[src/rtl/laser_feeder.sv]
// laser_feeder
//   Buffers host points into two 40-entry ping-pong banks and streams one
//   full frame at a time to a circle-cover core. It then waits for the
//   core's DONE and latches the resulting circle centres.
//
//   Optional feature: define FEEDER_TIMEOUT_EN to add a 12-bit WAIT_DONE
//   watchdog and the sticky TIMEOUT output.
//
// Ports
//   CLK, RST_N              clock, asynchronous active-low reset
//   IN_VALID/IN_READY       ingress handshake for one point
//   IN_X, IN_Y              ingress point coordinates (4 bits each)
//   CORE_RST                active-high reset to the core (high in HOLD)
//   X, Y                    streamed point (0 outside STREAM)
//   DONE                    core result valid (sampled only in WAIT_DONE)
//   C1X, C1Y, C2X, C2Y      core circle centres
//   RES_VALID               one-cycle pulse when a result is latched
//   RES_C1X..RES_C2Y        latched centres
//   FRAME_CNT               completed frames, mod 256
//   TIMEOUT                 sticky watchdog flag (FEEDER_TIMEOUT_EN only)
module laser_feeder (
   input  logic       CLK,
   input  logic       RST_N,
   input  logic       IN_VALID,
   output logic       IN_READY,
   input  logic [3:0] IN_X,
   input  logic [3:0] IN_Y,
   output logic       CORE_RST,
   output logic [3:0] X,
   output logic [3:0] Y,
   input  logic       DONE,
   input  logic [3:0] C1X,
   input  logic [3:0] C1Y,
   input  logic [3:0] C2X,
   input  logic [3:0] C2Y,
   output logic       RES_VALID,
   output logic [3:0] RES_C1X,
   output logic [3:0] RES_C1Y,
   output logic [3:0] RES_C2X,
   output logic [3:0] RES_C2Y,
   output logic [7:0] FRAME_CNT
`ifdef FEEDER_TIMEOUT_EN
   ,
   output logic       TIMEOUT
`endif
);

   localparam logic [5:0] LAST_IDX = 6'd39;

   typedef enum logic [1:0] {
      HOLD,
      STREAM,
      WAIT_DONE
   } state_t;

   state_t     state;
   logic       wr_bank;
   logic       rd_bank;
   logic [5:0] wr_idx;
   logic [5:0] rd_idx;
   logic [1:0] bank_full;
   logic       accept;
   logic [7:0] rd_pt;

   // Point storage: {x, y} per entry, contents need no reset.
   logic [7:0] bank_mem [0:1][0:39];

`ifdef FEEDER_TIMEOUT_EN
   logic [11:0] wdog;
`endif

   always_comb begin
      IN_READY = ~bank_full[wr_bank];
      accept   = IN_VALID & IN_READY;
   end

   always_ff @(posedge CLK) begin
      if (accept) begin
         bank_mem[wr_bank][wr_idx] <= {IN_X, IN_Y};
      end
   end

   always_comb begin
      rd_pt = bank_mem[rd_bank][rd_idx];
      X     = '0;
      Y     = '0;
      if (state == STREAM) begin
         X = rd_pt[7:4];
         Y = rd_pt[3:0];
      end
   end

   // Ingress and FSM share one block because both touch bank_full. A bank
   // being streamed is always full, so ingress never targets it: the set
   // (wr_bank) and the clear (rd_bank) never hit the same bit in one cycle.
   always_ff @(posedge CLK or negedge RST_N) begin
      if (!RST_N) begin
         state     <= HOLD;
         CORE_RST  <= 1'b1;
         wr_bank   <= 1'b0;
         rd_bank   <= 1'b0;
         wr_idx    <= '0;
         rd_idx    <= '0;
         bank_full <= '0;
         RES_VALID <= 1'b0;
         RES_C1X   <= '0;
         RES_C1Y   <= '0;
         RES_C2X   <= '0;
         RES_C2Y   <= '0;
         FRAME_CNT <= '0;
`ifdef FEEDER_TIMEOUT_EN
         wdog      <= '0;
         TIMEOUT   <= 1'b0;
`endif
      end else begin
         RES_VALID <= 1'b0;

         if (accept) begin
            if (wr_idx == LAST_IDX) begin
               bank_full[wr_bank] <= 1'b1;
               wr_idx             <= '0;
               wr_bank            <= ~wr_bank;
            end else begin
               wr_idx <= wr_idx + 6'd1;
            end
         end

         case (state)
            HOLD: begin
               if (bank_full[rd_bank]) begin
                  state    <= STREAM;
                  CORE_RST <= 1'b0;
               end
            end

            STREAM: begin
               if (rd_idx == LAST_IDX) begin
                  state              <= WAIT_DONE;
                  bank_full[rd_bank] <= 1'b0;
                  rd_bank            <= ~rd_bank;
                  rd_idx             <= '0;
`ifdef FEEDER_TIMEOUT_EN
                  wdog               <= '0;
`endif
               end else begin
                  rd_idx <= rd_idx + 6'd1;
               end
            end

            WAIT_DONE: begin
               if (DONE) begin
                  state     <= HOLD;
                  CORE_RST  <= 1'b1;
                  RES_VALID <= 1'b1;
                  RES_C1X   <= C1X;
                  RES_C1Y   <= C1Y;
                  RES_C2X   <= C2X;
                  RES_C2Y   <= C2Y;
                  FRAME_CNT <= FRAME_CNT + 8'd1;
               end
`ifdef FEEDER_TIMEOUT_EN
               // wdog holds the number of WAIT_DONE cycles already spent;
               // the 4095th cycle without DONE drops the frame.
               else if (wdog == 12'd4094) begin
                  state    <= HOLD;
                  CORE_RST <= 1'b1;
                  TIMEOUT  <= 1'b1;
               end else begin
                  wdog <= wdog + 12'd1;
               end
`endif
            end

            default: begin
               state    <= HOLD;
               CORE_RST <= 1'b1;
            end
         endcase
      end
   end

endmodule

[config.mk]
export PLATFORM = sky130hd
export DESIGN_NAME = laser_feeder
export DESIGN_NICKNAME = d
export VERILOG_FILES = /design/src/rtl/laser_feeder.sv
export SDC_FILE = /design/constraint.sdc
export NUM_CORES = 1
export LEC_CHECK = 0
export ABC_AREA = 1
export BUFFER_PORTS_ARGS = -buffer_cell sky130_fd_sc_hd__buf_4
export CAP_MARGIN = 20
export CORE_MARGIN = 2
export CORE_UTILIZATION = 35
export CTS_CLUSTER_DIAMETER = 50
export DETAILED_ROUTE_END_ITERATION = 6
export PLACE_DENSITY = 0.53
export SETUP_SLACK_MARGIN = 0.2
export SKIP_LAST_GASP = 1
export SLEW_MARGIN = 20
export SYNTH_ARGS = -nofsm -noshare
export SYNTH_HDL_FRONTEND = slang
export SYNTH_SLANG_ARGS = --single-unit
[constraint.sdc]
create_clock -name CLK -period 2.7 [get_ports CLK]
set_input_delay 0.135 -clock CLK [delete_from_list [all_inputs] [get_ports CLK]]
set_output_delay 0.135 -clock CLK [all_outputs]
set_load 0.02 [all_outputs]
==> run metrics <==
status finished, violations left; failing checks setup timing; fin nets 2934; CTS Root Cell clkbuf_16; Slew HR 27.39%; power per cell area 816.6 nW/um^2; Num Clock Sinks 684; input/output buffers 62; Crit. End Element output port; met1 usage 25.16%; area share of the largest cell type after synthesis 66.15%; area grow syn2layout 20.67%; critical path launch point type flop; die area 85330 sq um; Avg Cell Area, Syn 10.74 sq um; Yosys top cell by area edfxtp_1; Setup CP Type reg -> out; most common cell after layout, fill and taps aside nand2_1; Final setup viols 8; number of inserted diodes 0; Switch Pwr 8.813 mW; initial core utilization 35.38%; layout cells sized above 1 14.23%; largest cells by area after synthesis edfxtp_1 66%, nand2_1 12%, nand3_1 5.3%; Reg area 20330 sq um; most frequent cells in the layout 878 x nand2_1, 640 x edfxtp_1, 300 x nand3_1; distinct cell type count after synthesis 37; pin count of the biggest net entering global routing 92; required time worst endpoint 2.57 ns; global-route wire length before repair 121700 microns; CP arrival 2.94 ns; Int Pwr 19.82 mW; chip height 292.1 microns; global route hottest layer met2; cells after synthesis 2705; Remaining DRCs 0; Final Hold Viols 0; WL/cell 19.91 microns; DR vias 19996; drt pass-1 iters 5; yosys warns 0; number of synthesized register bits 684; sequential share of power 41.5%; HPWL Detailed 45930 microns; HP Class in -> async; met2 usage 31.71%; peak supply drop 0.5498 mV; Final Instance Area 35060 sq um; sequential-to-total area share from yosys stat 69.94%; Total Routed Length 80330 microns; multi-input logic area 7206 sq um; RSZ-0062 raised after global routing yes; fin. max-slew vios 0; CORE AREA 82110 sq um; Inserted Clock Buffers 79; period utilization 113.8%; Leakage 13.97 nW; Post-Syn Nets 2736; dpl cell area 31660 sq um; clock network power share 36.2%; DRT iter0 DRCs 1697; final setup TNS -2.734 ns; H-tree Lvls 3; worst skew pair latency 0.62 ns; Top Ports 63; Worst-Margin Slew 1.089 ns; Reg clk slew, reported paths 0.06 ns; max cap viols 0; CTS tree yes; Gate power share 22.3%; FP Rows 105; minimum clock period 3.072 ns; post-layout worst setup margin -0.3716 ns; initial antenna violation count 1; CTS Buffer Depth 3; Die W 292.1 microns; Routed Antenna Nets 0; vias in the first global route 19921; reg2reg path depth 9; GPL Wtd Cong 0.8170; Max Freq 0.3256 GHz; All-Layer GR Usage 18.71%; grt total ovfl 0; worst-path maximum fanout 29; # fillers 7668; internal reg-to-reg setup slack 0.27 ns; clock skew 0.02151 ns; grt met3 use 2.299%; DR vias/cell 4.956; post-synthesis cell area 29050 sq um; Net Sw Frac 30.78%
[path summary, 6_finish.rpt]
path	from	to
setup / recovery	rd_bank$_DFFE_PN0P_	Y[2]
hold / removal	RST_N	RES_C1X[1]$_DFFE_PN0P_
setup reg to reg	wr_bank$_DFFE_PN0P_	bank_mem[0][99]$_DFFE_PP_
hold reg to reg	FRAME_CNT[7]$_DFFE_PN0P_	FRAME_CNT[7]$_DFFE_PN0P_
max in group asynchronous	RST_N	rd_idx[0]$_DFFE_PN0P_
min in group CLK	IN_Y[0]	bank_mem[0][256]$_DFFE_PP_
[sequential cells by signal, summed over array words and instances (netlist names), 2 cells and up]
name       cells
rd_idx         6
FRAME_CNT      8
state          2
bank_full      2
wr_idx         6
RES_C1X        4
RES_C2Y        4
RES_C1Y        4
bank_mem     640
RES_C2X        4
[repair_timing]
action | 4_1_cts | 5_1_grt
hold buffers | 19 | 1
gates cloned | 9 | 2
buffers inserted | 7 | 1
setup endpoints to repair | 8 | 78
pin swaps | 15 | 6
resized for setup | 53 | 16
endpoints found under the hold margin | 65 | 1
[critical path, stage by stage (launching register included)]
cell and delay (ns):
dfrtp_4 0.57, buf_12 0.19, buf_16 0.18, nor2_1 0.12, nor2_1 0.05, o21ai_1 0.12, nand3_1 0.15, nand3_2 0.11
nand2_1 0.09, nand2_1 0.09, nand2_1 0.09, o21ai_2 0.23, a21oi_2 0.12, buf_4 0.19
[logic make-up (layout without fill, tap and decap cells)]
family                     after synthesis  count (layout)  synth area share, %
xor gates and xnor gates                12              12               0.3617
DFF                                    684             684                69.94
AOI/OAI and AO/OA                      173             173                3.428
adders and majority gates                3               3               0.1292
buffers and inverters                  389             649                5.870
and+or+nand+nor                       1444            1444                20.27
[Yosys cell counts (all sizes together)]
| cell | n |
|---|---|
| ha | 3 |
| a31oi | 1 |
| xnor2 | 4 |
| o22ai | 11 |
| inv | 241 |
| nand4 | 1 |
| edfxtp | 640 |
| nor3b | 1 |
| o211ai | 11 |
| o221ai | 21 |
| o21ai | 114 |
| dfrtp | 43 |
| nand2 | 894 |
| clkbuf | 42 |
| nor3 | 20 |
| nor2 | 216 |
| a21oi | 13 |
| nand3 | 309 |
| a22oi | 2 |
| buf | 104 |
| dfstp | 1 |
| nand3b | 1 |
| xor2 | 8 |
| clkinv | 2 |
| nor4 | 2 |
[through the flow]
stage	utilization [%]	setup slack, ns	total power, mW	cells	hold WS (ns)
after floorplan	-	0.4493	15.25	2705	-0.1606
after global placement	38.56	0.05588	17.92	3853	0.1756
after detailed placement	38.56	0.06065	17.94	3853	0.1855
after CTS	42.54	-0.3788	28.71	4031	0.008592
after global routing	42.70	-0.4666	29.70	4035	0.07275
final	42.70	-0.3716	28.63	4035	0.06350
[power by group through the flow]
| stage | Combinational, mW | Sequential, mW | Clock (mW) |
|---|---|---|---|
| 3_3_place_gp | 5.85 | 12.1 | 0 |
| 5_1_grt | 6.82 | 11.9 | 11.0 |
| 4_1_cts | 6.30 | 11.9 | 10.5 |
| 3_5_place_dp | 5.86 | 12.1 | 0 |
| 2_1_floorplan | 3.18 | 12.1 | 0 |
| 6_report | 6.38 | 11.9 | 10.4 |
[area by class of cell]
type	count	area share, %
clock inverter	53	1.278
multi-input combinational	1632	20.55
inverter	243	2.644
clock buffer	90	5.906
sequential	684	57.99
tap	1070	3.819
timing repair inverter	1	0.02498
timing repair buffer	262	7.787
[per-layer routing]
metal / routed length (microns) / vias up / part of all wire (%)
met5: 0 / - / 0
met4: 1806 / 0 / 2.2
met3: 4353 / 104 / 5.4
met2: 38980 / 634 / 49
met1: 35190 / 9784 / 44
li1: - / 9474 / -
(Power assumes the default switching activity.)
